`src/rtl/uart_led_frame_rx_if.sv`:
```
// Host-facing UART line plus the colour/handshake bus to the WS2812 driver.
// The master modport is the receiver side; the slave modport is the driver/host side.
interface uart_led_frame_rx_if;
    logic        i_Rx;
    logic        i_Ready;
    logic [23:0] o_Colour;
    logic        o_Start;
    logic        o_Frame_Err;
    logic        o_Overrun;
    logic        o_Busy;

    modport master (input i_Rx, i_Ready,
                    output o_Colour, o_Start, o_Frame_Err, o_Overrun, o_Busy);
    modport slave  (output i_Rx, i_Ready,
                    input o_Colour, o_Start, o_Frame_Err, o_Overrun, o_Busy);
endinterface

```
`src/rtl/uart_led_frame_rx.sv`:
```
// 8N1 UART receiver and sync/G/R/B frame assembler feeding the WS2812 driver.
// Define UART_LED_CHECKSUM_EN to append a G^R^B check byte to every frame.
module uart_led_frame_rx #(
    parameter int          CLKS_PER_BIT = 868,
    parameter logic [7:0]  SYNC_BYTE    = 8'hA5,
    parameter int          TIMEOUT_BITS = 20
) (
    input  logic i_Clock,
    input  logic i_Reset,
    uart_led_frame_rx_if.master bus
);
    localparam int CW     = $clog2(CLKS_PER_BIT);
    localparam int TO_LIM = TIMEOUT_BITS * CLKS_PER_BIT;
    localparam int TW     = $clog2(TO_LIM + 1);
    localparam logic [CW-1:0] HALF    = CW'(CLKS_PER_BIT / 2 - 1);
    localparam logic [CW-1:0] FULL    = CW'(CLKS_PER_BIT - 1);
    localparam logic [TW-1:0] TO_LAST = TW'(TO_LIM - 1);

    // rx_d keeps the previous synced sample so only a real falling edge opens a byte
    logic rx_s1, rx_s2, rx_d;
    always_ff @(posedge i_Clock) begin
        if (i_Reset) begin
            rx_s1 <= 1'b1;
            rx_s2 <= 1'b1;
            rx_d  <= 1'b1;
        end else begin
            rx_s1 <= bus.i_Rx;
            rx_s2 <= rx_s1;
            rx_d  <= rx_s2;
        end
    end
    wire rx_fall = rx_d & ~rx_s2;

    typedef enum logic [1:0] {R_IDLE, R_START, R_DATA, R_STOP} rx_state_t;
    rx_state_t     rx_state, rx_next;
    logic [CW-1:0] cnt, cnt_n;
    logic [2:0]    bit_idx, bit_n;
    logic [7:0]    shreg, sh_n;
    logic          byte_valid, rx_err;

    always_ff @(posedge i_Clock) begin
        if (i_Reset) begin
            rx_state <= R_IDLE;
            cnt      <= '0;
            bit_idx  <= '0;
            shreg    <= '0;
        end else begin
            rx_state <= rx_next;
            cnt      <= cnt_n;
            bit_idx  <= bit_n;
            shreg    <= sh_n;
        end
    end

    always_comb begin
        rx_next    = rx_state;
        cnt_n      = cnt + CW'(1);
        bit_n      = bit_idx;
        sh_n       = shreg;
        byte_valid = 1'b0;
        rx_err     = 1'b0;
        case (rx_state)
            R_IDLE: begin
                cnt_n = '0;
                if (rx_fall) rx_next = R_START;
            end
            R_START: if (cnt == HALF) begin
                cnt_n   = '0;
                bit_n   = '0;
                rx_next = rx_s2 ? R_IDLE : R_DATA;
            end
            R_DATA: if (cnt == FULL) begin
                cnt_n = '0;
                sh_n  = {rx_s2, shreg[7:1]};
                bit_n = bit_idx + 3'd1;
                if (bit_idx == 3'd7) rx_next = R_STOP;
            end
            R_STOP: if (cnt == FULL) begin
                // leave at stop-bit centre so a back-to-back start edge is not missed
                cnt_n      = '0;
                rx_next    = R_IDLE;
                byte_valid = rx_s2;
                rx_err     = ~rx_s2;
            end
            default: rx_next = R_IDLE;
        endcase
    end

`ifdef UART_LED_CHECKSUM_EN
    typedef enum logic [2:0] {A_HUNT, A_G, A_R, A_B, A_CK} asm_state_t;
`else
    typedef enum logic [1:0] {A_HUNT, A_G, A_R, A_B} asm_state_t;
`endif
    asm_state_t    asm_state, asm_next;
    logic [7:0]    g_q, r_q, b_q, g_n, r_n, b_n;
    logic [TW-1:0] timer, timer_n;
    logic [23:0]   colour_q, colour_n;
    logic          start_q, start_n, ferr_q, ferr_n, ovr_q, ovr_n;
    logic          in_frame, timeout, done;

    always_ff @(posedge i_Clock) begin
        if (i_Reset) begin
            asm_state <= A_HUNT;
            g_q       <= '0;
            r_q       <= '0;
            b_q       <= '0;
            timer     <= '0;
            colour_q  <= '0;
            start_q   <= 1'b0;
            ferr_q    <= 1'b0;
            ovr_q     <= 1'b0;
        end else begin
            asm_state <= asm_next;
            g_q       <= g_n;
            r_q       <= r_n;
            b_q       <= b_n;
            timer     <= timer_n;
            colour_q  <= colour_n;
            start_q   <= start_n;
            ferr_q    <= ferr_n;
            ovr_q     <= ovr_n;
        end
    end

    always_comb begin
        asm_next = asm_state;
        g_n      = g_q;
        r_n      = r_q;
        b_n      = b_q;
        colour_n = colour_q;
        start_n  = start_q;
        ferr_n   = rx_err;
        ovr_n    = 1'b0;
        done     = 1'b0;
        in_frame = (asm_state != A_HUNT);
        timer_n  = (byte_valid || !in_frame) ? '0 : timer + TW'(1);
        timeout  = in_frame && !byte_valid && (timer == TO_LAST);
        if (start_q && !bus.i_Ready) start_n = 1'b0;
        if (timeout) begin
            asm_next = A_HUNT;
            ferr_n   = 1'b1;
        end else if (rx_err) begin
            asm_next = A_HUNT;
        end else if (byte_valid) begin
            case (asm_state)
                A_HUNT: if (shreg == SYNC_BYTE) asm_next = A_G;
                A_G: begin g_n = shreg; asm_next = A_R; end
                A_R: begin r_n = shreg; asm_next = A_B; end
`ifdef UART_LED_CHECKSUM_EN
                A_B: begin b_n = shreg; asm_next = A_CK; end
                A_CK: begin
                    asm_next = A_HUNT;
                    if (shreg == (g_q ^ r_q ^ b_q)) done = 1'b1;
                    else ferr_n = 1'b1;
                end
`else
                A_B: begin b_n = shreg; asm_next = A_HUNT; done = 1'b1; end
`endif
                default: asm_next = A_HUNT;
            endcase
        end
        // a completed frame always wins over the driver's acceptance in the same cycle
        if (done) begin
`ifdef UART_LED_CHECKSUM_EN
            colour_n = {g_q, r_q, b_q};
`else
            colour_n = {g_q, r_q, shreg};
`endif
            ovr_n   = start_q;
            start_n = 1'b1;
        end
    end

    assign bus.o_Colour    = colour_q;
    assign bus.o_Start     = start_q;
    assign bus.o_Frame_Err = ferr_q;
    assign bus.o_Overrun   = ovr_q;
    assign bus.o_Busy      = (asm_state != A_HUNT);
endmodule

```
`src/flat_wrapper.sv`:
```
// flat-port wrapper written by rule: the top's interface ports become plain ports
module uart_led_frame_rx_flat 
#(
    parameter int          CLKS_PER_BIT = 868,
    parameter logic [7:0]  SYNC_BYTE    = 8'hA5,
    parameter int          TIMEOUT_BITS = 20
)
  (i_Clock, i_Reset, bus_i_Rx, bus_i_Ready, bus_o_Colour, bus_o_Start, bus_o_Frame_Err, bus_o_Overrun, bus_o_Busy);
  uart_led_frame_rx_if bus_i ();
  input  logic i_Clock;
  input  logic i_Reset;
  input wire logic [$bits(bus_i.i_Rx)-1:0] bus_i_Rx;
  input wire logic [$bits(bus_i.i_Ready)-1:0] bus_i_Ready;
  output wire logic [$bits(bus_i.o_Colour)-1:0] bus_o_Colour;
  output wire logic [$bits(bus_i.o_Start)-1:0] bus_o_Start;
  output wire logic [$bits(bus_i.o_Frame_Err)-1:0] bus_o_Frame_Err;
  output wire logic [$bits(bus_i.o_Overrun)-1:0] bus_o_Overrun;
  output wire logic [$bits(bus_i.o_Busy)-1:0] bus_o_Busy;
  assign bus_i.i_Rx = bus_i_Rx;
  assign bus_i.i_Ready = bus_i_Ready;
  assign bus_o_Colour = bus_i.o_Colour;
  assign bus_o_Start = bus_i.o_Start;
  assign bus_o_Frame_Err = bus_i.o_Frame_Err;
  assign bus_o_Overrun = bus_i.o_Overrun;
  assign bus_o_Busy = bus_i.o_Busy;
  uart_led_frame_rx #(.CLKS_PER_BIT(CLKS_PER_BIT), .SYNC_BYTE(SYNC_BYTE), .TIMEOUT_BITS(TIMEOUT_BITS)) u_core (.i_Clock(i_Clock), .i_Reset(i_Reset), .bus(bus_i));
endmodule
```
`config.mk`:
```
export PLATFORM = sky130hd
export DESIGN_NAME = uart_led_frame_rx_flat
export DESIGN_NICKNAME = d
export VERILOG_FILES = /design/src/rtl/uart_led_frame_rx_if.sv /design/src/rtl/uart_led_frame_rx.sv /design/src/flat_wrapper.sv
export SDC_FILE = /design/constraint.sdc
export NUM_CORES = 1
export LEC_CHECK = 0
export CAP_MARGIN = 20
export CORE_MARGIN = 2
export CORE_UTILIZATION = 40
export CTS_CLUSTER_DIAMETER = 40
export DETAILED_ROUTE_END_ITERATION = 8
export PLACE_DENSITY_LB_ADDON = 0.1
export SLEW_MARGIN = 0
export SYNTH_ARGS = -nofsm -noshare
export SYNTH_HDL_FRONTEND = slang
export SYNTH_SLANG_ARGS = --single-unit
```
`constraint.sdc`:
```
create_clock -name i_Clock -period 1.7 [get_ports i_Clock]
set_input_delay 0.51 -clock i_Clock [delete_from_list [all_inputs] [get_ports i_Clock]]
set_output_delay 0.51 -clock i_Clock [all_outputs]
set_load 0.02 [all_outputs]
```
==> impl_metrics.csv, run 1 <==
group,metric,value,unit
timing,report.final.hold_viol_count,0,
timing,finalCritPeriodShare,95.1,%
route,detailroute.via_count,2801,
route,wl_per_cell,11.9,µm
die,boundaryPins,32,
global_route,track_usage,15.3,%
cts,cts_num_sinks,86,
cts,worst_skew_pair.late_latency,350,ps
layout,final_common_cell,"sky130_fd_sc_hd__nand2_1",
synth,post_synth_fa_ha_maj_area_fraction,3.27,%
timing,finalHoldWorstSlack,423,ps
synth,synth_top_family_by_area,"simple AND/OR/NAND/NOR gates",
timing,min_period,1620,ps
critical_path,critical_path.max_fanout,5,
timing,rsz0062_at_grt,"yes",
cts,htree_num_levels,3,
global_route,vias_in_the_first_global_route,2633,
synth,synth.lib_cells_used.distinct,41,
synth,synth_simple_gate_area_share,28.0,%
cts,clock_buffers_created_by_tritoncts,9,
critical_path,cp_common_cell,"sky130_fd_sc_hd__or2_4",
route,route.antenna.remaining_nets,0,
synth,ys_warn_count,0,
critical_path,critical_path.max_stage_delay,350,ps
synth,mappedNetlistArea,0.00345,mm²
global_route,grt_antenna_before_repair,0,
placed_design,postPlaceCellArea,0.00411,mm²
die,die_area,0.00937,mm²
cts,clk_transition_reported_paths,90,ps
route,drt_first_pass_iters,4,
timing,final-setup-viol-count,0,
die,core_region_area,0.00830,mm²
global_route,global_route_wire_length_before_repair,11.8,mm
cts,tritoncts_clock_tree,"built",
pwr,powerDensity,811,mW/mm²
critical_path,critical_path.startpoint_type,"flip-flop",
pwr,power.static_leakage,1.65,nW
global_route,grt_remaining_overflow,0,
route,dr.first_iter.drc_count,87,
global_route,pin_count_of_the_biggest_net_entering_global_routing,30,
timing,clock-skew-final,12.9,ps
layout,num-fill-cells,807,
route,detail_route.vias_per_cell,4.85,
die,fp.dieW,96.8,µm
synth,yosys.area.top_type,"sky130_fd_sc_hd__dfxtp_1",
die,fp-row-count,33,
layout,insertedDiodeCount,0,
synth,post_synth.cell_area_avg,8.42,µm²
timing,max_slew.worst_pin.slew,308,ps
cts,cts_root_buf,"sky130_fd_sc_hd__clkbuf_8",
route,finalWirelength,6.88,mm
layout,final_design_area_excluding_fillers,0.00441,mm²
critical_path,worstPathArrival,1860,ps
cts,clock_tree.buffer_depth,2,
critical_path,end_kind,"flip-flop",
placed_design,gpl.final_weighted_congestion,0.795,
timing,slew_violations,0,
synth,synth_seq_area_share,50.0,%
synth,synth.area.mux_share,0.581,%
synth,synthesis.nets,422,
synth,synth-xor-area-share,5.08,%
placed_design,io_buffers,31,
synth,post_synth_top_area_share,50.0,%
layout,layout-area-overhead-vs-synth,27.9,%
placed_design,dpl.hpwl,4.66,mm
pwr,power.ir.vdd_worst,511,µV
timing,maxClockFrequency,618,MHz
route,drc_errors,0,
layout,final_core_util,53.1,%
critical_path,critPathTopFamily,"simple AND/OR/NAND/NOR gates",
worst_hold_path,hold_path.class,"flip-flop to flip-flop",
layout,fin_nets,480,
synth,postSynthCellCount,409,
critical_path,cp_max_delay_cell,"sky130_fd_sc_hd__nor4b_2",
die,die_y,96.8,µm
synth,ys_ff_latch,86,
run_status,outcome,"finished, final reports clean",
critical_path,path_cells,"or2_4 -> nor4b_2 -> mux2i_2 -> or2_4 -> a221oi_2",
layout,drive_gt1_share,18.4,%
timing,timing.slew.headroom,79.4,%
critical_path,cp.buffers_inverters,0,
job,max_cap_viol_count,0,
critical_path,cp_data_required_time,1950,ps
synth,synth_top_cells_by_area,"sky130_fd_sc_hd__dfxtp_1 (50%), sky130_fd_sc_hd__nand2_1 (13%), sky130_fd_sc_hd__a21oi_1 (7.7%)",
layout,layout_common_cells,"sky130_fd_sc_hd__nand2_1 (113), sky130_fd_sc_hd__dfxtp_1 (81), sky130_fd_sc_hd__a21oi_1 (51), sky130_fd_sc_hd__nor2_1 (31), sky130_fd_sc_hd__buf_4 (31)",
critical_path,worstSetupPathType,"flip-flop to flip-flop",
die,initial_utilization,41.5,%
synth,synth_compound_area_share,9.15,%
[state kept, by name, indices dropped and copies added (netlist names), named ones only]
register                count
u_core.rx_s2                1
u_core.bus.o_Frame_Err      1
u_core.rx_s1                1
u_core.bus.o_Colour        24
u_core.bus.o_Start          1
u_core.asm_state            2
u_core.timer               15
u_core.rx_state             1
u_core.shreg                8
u_core.g_q                  8
u_core.rx_d                 1
u_core.cnt                 10
u_core.bus.o_Overrun        1
u_core.r_q                  8
u_core.bit_idx              3
[area by class of cell]
type | instances | area [µm²] | area share, %
multi-input combinational | 294 | 1700 | 38.6
timing repair buffer | 68 | 602 | 13.7
clock inverter | 5 | 65.1 | 1.48
clock buffer | 11 | 151 | 3.43
sequential | 86 | 1730 | 39.2
inverter | 8 | 30.0 | 0.681
tap | 105 | 131 | 2.98
[kinds of logic after synthesis]
| logic type | count (synthesis) |
|---|---|
| XOR/XNOR | 20 |
| buffers and inverters | 29 |
| flip-flops | 86 |
| adder cells (fa/ha/maj) | 9 |
| AO/OA/AOI/OAI | 60 |
| AND/OR/NAND/NOR | 203 |
| multiplexers | 2 |
[power breakdown]
group | switching (W) | internal, W
Combinational | 0.0000357 | 0.0000224
Sequential | 0.00000287 | 0.00202
Clock | 0.000725 | 0.000773
Total | 0.000764 | 0.00281
[final timing paths]
check                           start                          endpoint  slack [ps]  cells past startpoint
max          u_core.cnt[3]$_SDFF_PP0_  u_core.asm_state[0]$_SDFFE_PP0P_          80                      5
min           u_core.rx_s1$_SDFF_PP1_           u_core.rx_s2$_SDFF_PP1_         420                      1
max reg2reg  u_core.cnt[3]$_SDFF_PP0_  u_core.asm_state[0]$_SDFFE_PP0P_          80                      5
min reg2reg   u_core.rx_s1$_SDFF_PP1_           u_core.rx_s2$_SDFF_PP1_         420                      1
[timing repair]
action	4_1_cts	5_1_grt
pin swaps	2	5
hold buffers	0	0
resized for setup	36	23
buffers inserted	1	1
setup endpoints to repair	45	70
cloned	0	0
[stage by stage]
step | worst slack (ps) | setup TNS, ps | power (W) | cells
final | 82.8 | 0 | 0.00358 | 577
after global routing | -57.1 | -387 | 0.00373 | 577
after CTS | 8.03 | 0 | 0.00363 | 576
after detailed placement | -41.0 | -145 | 0.00212 | 559
after global placement | -52.8 | -84.3 | 0.00212 | 559
after floorplan | 13.5 | 0 | 0.00210 | 409
[layer usage]
| metal | vias up | track usage, % | part of all wire [%] |
|---|---|---|---|
| li1 | 1460 | - | - |
| met1 | 1283 | 18.1 | 46 |
| met2 | 54 | 26.5 | 48 |
| met3 | 4 | 5.20 | 4.4 |
| met4 | 0 | 3.58 | 0.83 |
| met5 | - | 0 | 0 |
[synth_stat cells, drive strengths merged]
library cell and number:
nand3b 2, mux2i 2, inv 8, nand2b 3, and4 4, a221oi 1
a21oi 53, a211oi 1, or4bb 2, a2bb2oi 1, dfxtp 86, nor2 31
nor3b 2, o21ai 2, nand4 4, xnor2 8, nor3 3, xor2 12
nor4 3, nor2b 4, or3 2, nand2 116, and2 3, buf 8
ha 9, a311oi 1, o22ai 1, or2 5, clkbuf 13, and4b 1
nor4b 2, nand4bb 1, and3 2, nand3 13
[worst register-to-register path, delay by kind of cell (launching register included)]
kind | cells | cell delay (ps)
muxes | 1 | 120
and+or+nand+nor | 3 | 900
AOI/OAI and AO/OA | 1 | 180
DFF | 1 | 320
Note: power is estimated with default switching activity, not from simulation.
==> run 2: changes to the inputs <==
- ABC_AREA: not set -> 0
==> results of run 2 <==
Same layout as run 1: the final DEF is identical, and so are final timing and power.
==> run 3: changes to the inputs <==
- RECOVER_POWER: not set -> 25
==> run 3 against run 2 <==
  * Sequential power is essentially flat
  * Register-to-register slack is essentially flat
  * Flip-flop and latch count is the same
  * Critical path depth is the same
  * Non-clock buffer count is the same
  * Die area is the same
  * Clock power is essentially flat
  * Worst setup slack is the same
  * Cell count is the same
  * Count of clock-buffer cells in the layout is the same
  * Via count is the same
  * Critical endpoint unchanged
  * Largest cell class unchanged
  * Highest routed layer unchanged
==> impl_metrics.csv, run 3 (synthesis gave the netlist of run 1 again) <==
group,metric,value,unit
run_status,outcome,"finished, final reports clean",
route,drt_first_pass_iters,4,
placed_design,io_buffers,31,
die,fp.dieW,96.8,µm
placed_design,dpl.hpwl,4.66,mm
layout,fin_nets,480,
layout,insertedDiodeCount,0,
critical_path,end_kind,"flip-flop",
critical_path,cp_data_required_time,1950,ps
layout,final_common_cell,"sky130_fd_sc_hd__nand2_1",
timing,clock-skew-final,12.9,ps
die,initial_utilization,41.5,%
cts,tritoncts_clock_tree,"built",
critical_path,worstSetupPathType,"flip-flop to flip-flop",
die,fp-row-count,33,
timing,min_period,1620,ps
layout,num-fill-cells,807,
route,wl_per_cell,11.9,µm
layout,drive_gt1_share,18.4,%
cts,cts_num_sinks,86,
route,finalWirelength,6.88,mm
route,detail_route.vias_per_cell,4.85,
layout,largest_register_ffs,24,
global_route,grt_antenna_before_repair,0,
cts,clock_buffers_created_by_tritoncts,9,
critical_path,timing.rr.end,"u_core.asm_state[0]$_SDFFE_PP0P_",
cts,worst_skew_pair.late_latency,350,ps
die,boundaryPins,32,
timing,finalHoldWorstSlack,423,ps
global_route,pin_count_of_the_biggest_net_entering_global_routing,30,
worst_hold_path,hold_path.class,"flip-flop to flip-flop",
die,core_region_area,0.00830,mm²
global_route,global_route_wire_length_before_repair,11.8,mm
cts,clock_tree.buffer_depth,2,
timing,rsz0062_at_grt,"yes",
pwr,power.static_leakage,1.65,nW
global_route,track_usage,15.3,%
timing,final-setup-viol-count,0,
cts,clk_transition_reported_paths,90,ps
timing,slew_violations,0,
global_route,vias_in_the_first_global_route,2633,
critical_path,worstPathArrival,1860,ps
route,route.antenna.remaining_nets,0,
critical_path,critical_path.startpoint_type,"flip-flop",
timing,finalCritPeriodShare,95.1,%
route,drc_errors,0,
worst_hold_path,worstHoldEndpoint,"u_core.rx_s2$_SDFF_PP1_",
cts,cts_root_buf,"sky130_fd_sc_hd__clkbuf_8",
pwr,powerDensity,811,mW/mm²
timing,maxClockFrequency,618,MHz
critical_path,ff2ff_path_depth,5,
die,die_area,0.00937,mm²
placed_design,gpl.final_weighted_congestion,0.795,
timing,max_slew.worst_pin.slew,308,ps
pwr,power.ir.vdd_worst,511,µV
timing,report.final.hold_viol_count,0,
die,die_y,96.8,µm
layout,stdcell_count,577,
route,dr.first_iter.drc_count,87,
critical_path,critical_path.max_fanout,5,
route,detailroute.via_count,2801,
layout,layout_common_cells,"sky130_fd_sc_hd__nand2_1 (113), sky130_fd_sc_hd__dfxtp_1 (81), sky130_fd_sc_hd__a21oi_1 (51), sky130_fd_sc_hd__nor2_1 (31), sky130_fd_sc_hd__buf_4 (31)",
worst_hold_path,min_delay_path_depth,1,
timing,timing.slew.headroom,79.4,%
critical_path,timing.rr.start,"u_core.cnt[3]$_SDFF_PP0_",
global_route,grt_remaining_overflow,0,
placed_design,dp_cells,559,
job,max_cap_viol_count,0,
worst_hold_path,hp-start,"u_core.rx_s1$_SDFF_PP1_",
layout,layout-area-overhead-vs-synth,27.9,%
cts,htree_num_levels,3,
critical_path,ff2ff_setup_slack,80,ps
[run 3: critical path, stage by stage (launching register included)]
cell and delay (ps):
sky130_fd_sc_hd__dfxtp_1 320, sky130_fd_sc_hd__or2_4 290, sky130_fd_sc_hd__nor4b_2 350, sky130_fd_sc_hd__mux2i_2 120
sky130_fd_sc_hd__or2_4 260, sky130_fd_sc_hd__a221oi_2 180
[run 3: what timing repair did]
item	CTS	global route
setup endpoints to repair	45	70
buffers inserted	1	1
resized for setup	36	23
hold buffers	0	0
cloned	0	0
pin swaps	2	5
hold endpoints to repair	0	0
[run 3: layer usage]
layer | vias up | track usage, % | routed length, µm
li1 | 1460 | - | -
met1 | 1283 | 18.1 | 3200
met2 | 54 | 26.5 | 3320
met3 | 4 | 5.20 | 305
met4 | 0 | 3.58 | 57
met5 | - | 0 | 0
[run 3: worst max path at each step]
stage | start | to | slack [ps] | depth (start not counted)
6_report | u_core.cnt[3]$_SDFF_PP0_ | u_core.asm_state[0]$_SDFFE_PP0P_ | 80 | 5
5_1_grt | u_core.cnt[1]$_SDFF_PP0_ | u_core.bit_idx[1]$_SDFFE_PP0P_ | -60 | 7
4_1_cts | u_core.asm_state[0]$_SDFFE_PP0P_ | u_core.bus.o_Frame_Err$_SDFF_PP0_ | 8 | 8
3_5_place_dp | u_core.asm_state[0]$_SDFFE_PP0P_ | bus_o_Busy | -40 | 4
3_3_place_gp | u_core.asm_state[0]$_SDFFE_PP0P_ | u_core.asm_state[0]$_SDFFE_PP0P_ | -50 | 8
2_1_floorplan | u_core.cnt[4]$_SDFF_PP0_ | u_core.bus.o_Colour[3]$_SDFFE_PP0P_ | 10 | 7
[run 3: cell type report]
type,count,area [µm²],area share [%]
Tap cell,105,131,2.98
Sequential cell,86,1730,39.2
Timing Repair Buffer,68,602,13.7
Clock inverter,5,65.1,1.48
Multi-Input combinational cell,294,1700,38.6
Inverter,8,30.0,0.681
Clock buffer,11,151,3.43
[run 3: report_power, final]
part	total [W]	leakage, nW	internal [W]	switching, W
combinational	0.0000576	0.846	0.0000219	0.0000357
sequential	0.00202	0.696	0.00202	0.00000287
clock	0.00150	0.110	0.000773	0.000725
[run 3: through the flow]
step | utilization, % | cell area [µm²] | power, W | setup slack (ps) | TNS (ps)
after floorplan | - | 3470 | 0.00210 | 13.5 | 0
after global placement | 49.6 | 4110 | 0.00212 | -52.8 | -84.3
after detailed placement | 49.6 | 4110 | 0.00212 | -41.0 | -145
after CTS | 52.0 | 4310 | 0.00363 | 8.03 | 0
after global routing | 53.1 | 4410 | 0.00373 | -57.1 | -387
final | 53.1 | 4410 | 0.00358 | 82.8 | 0
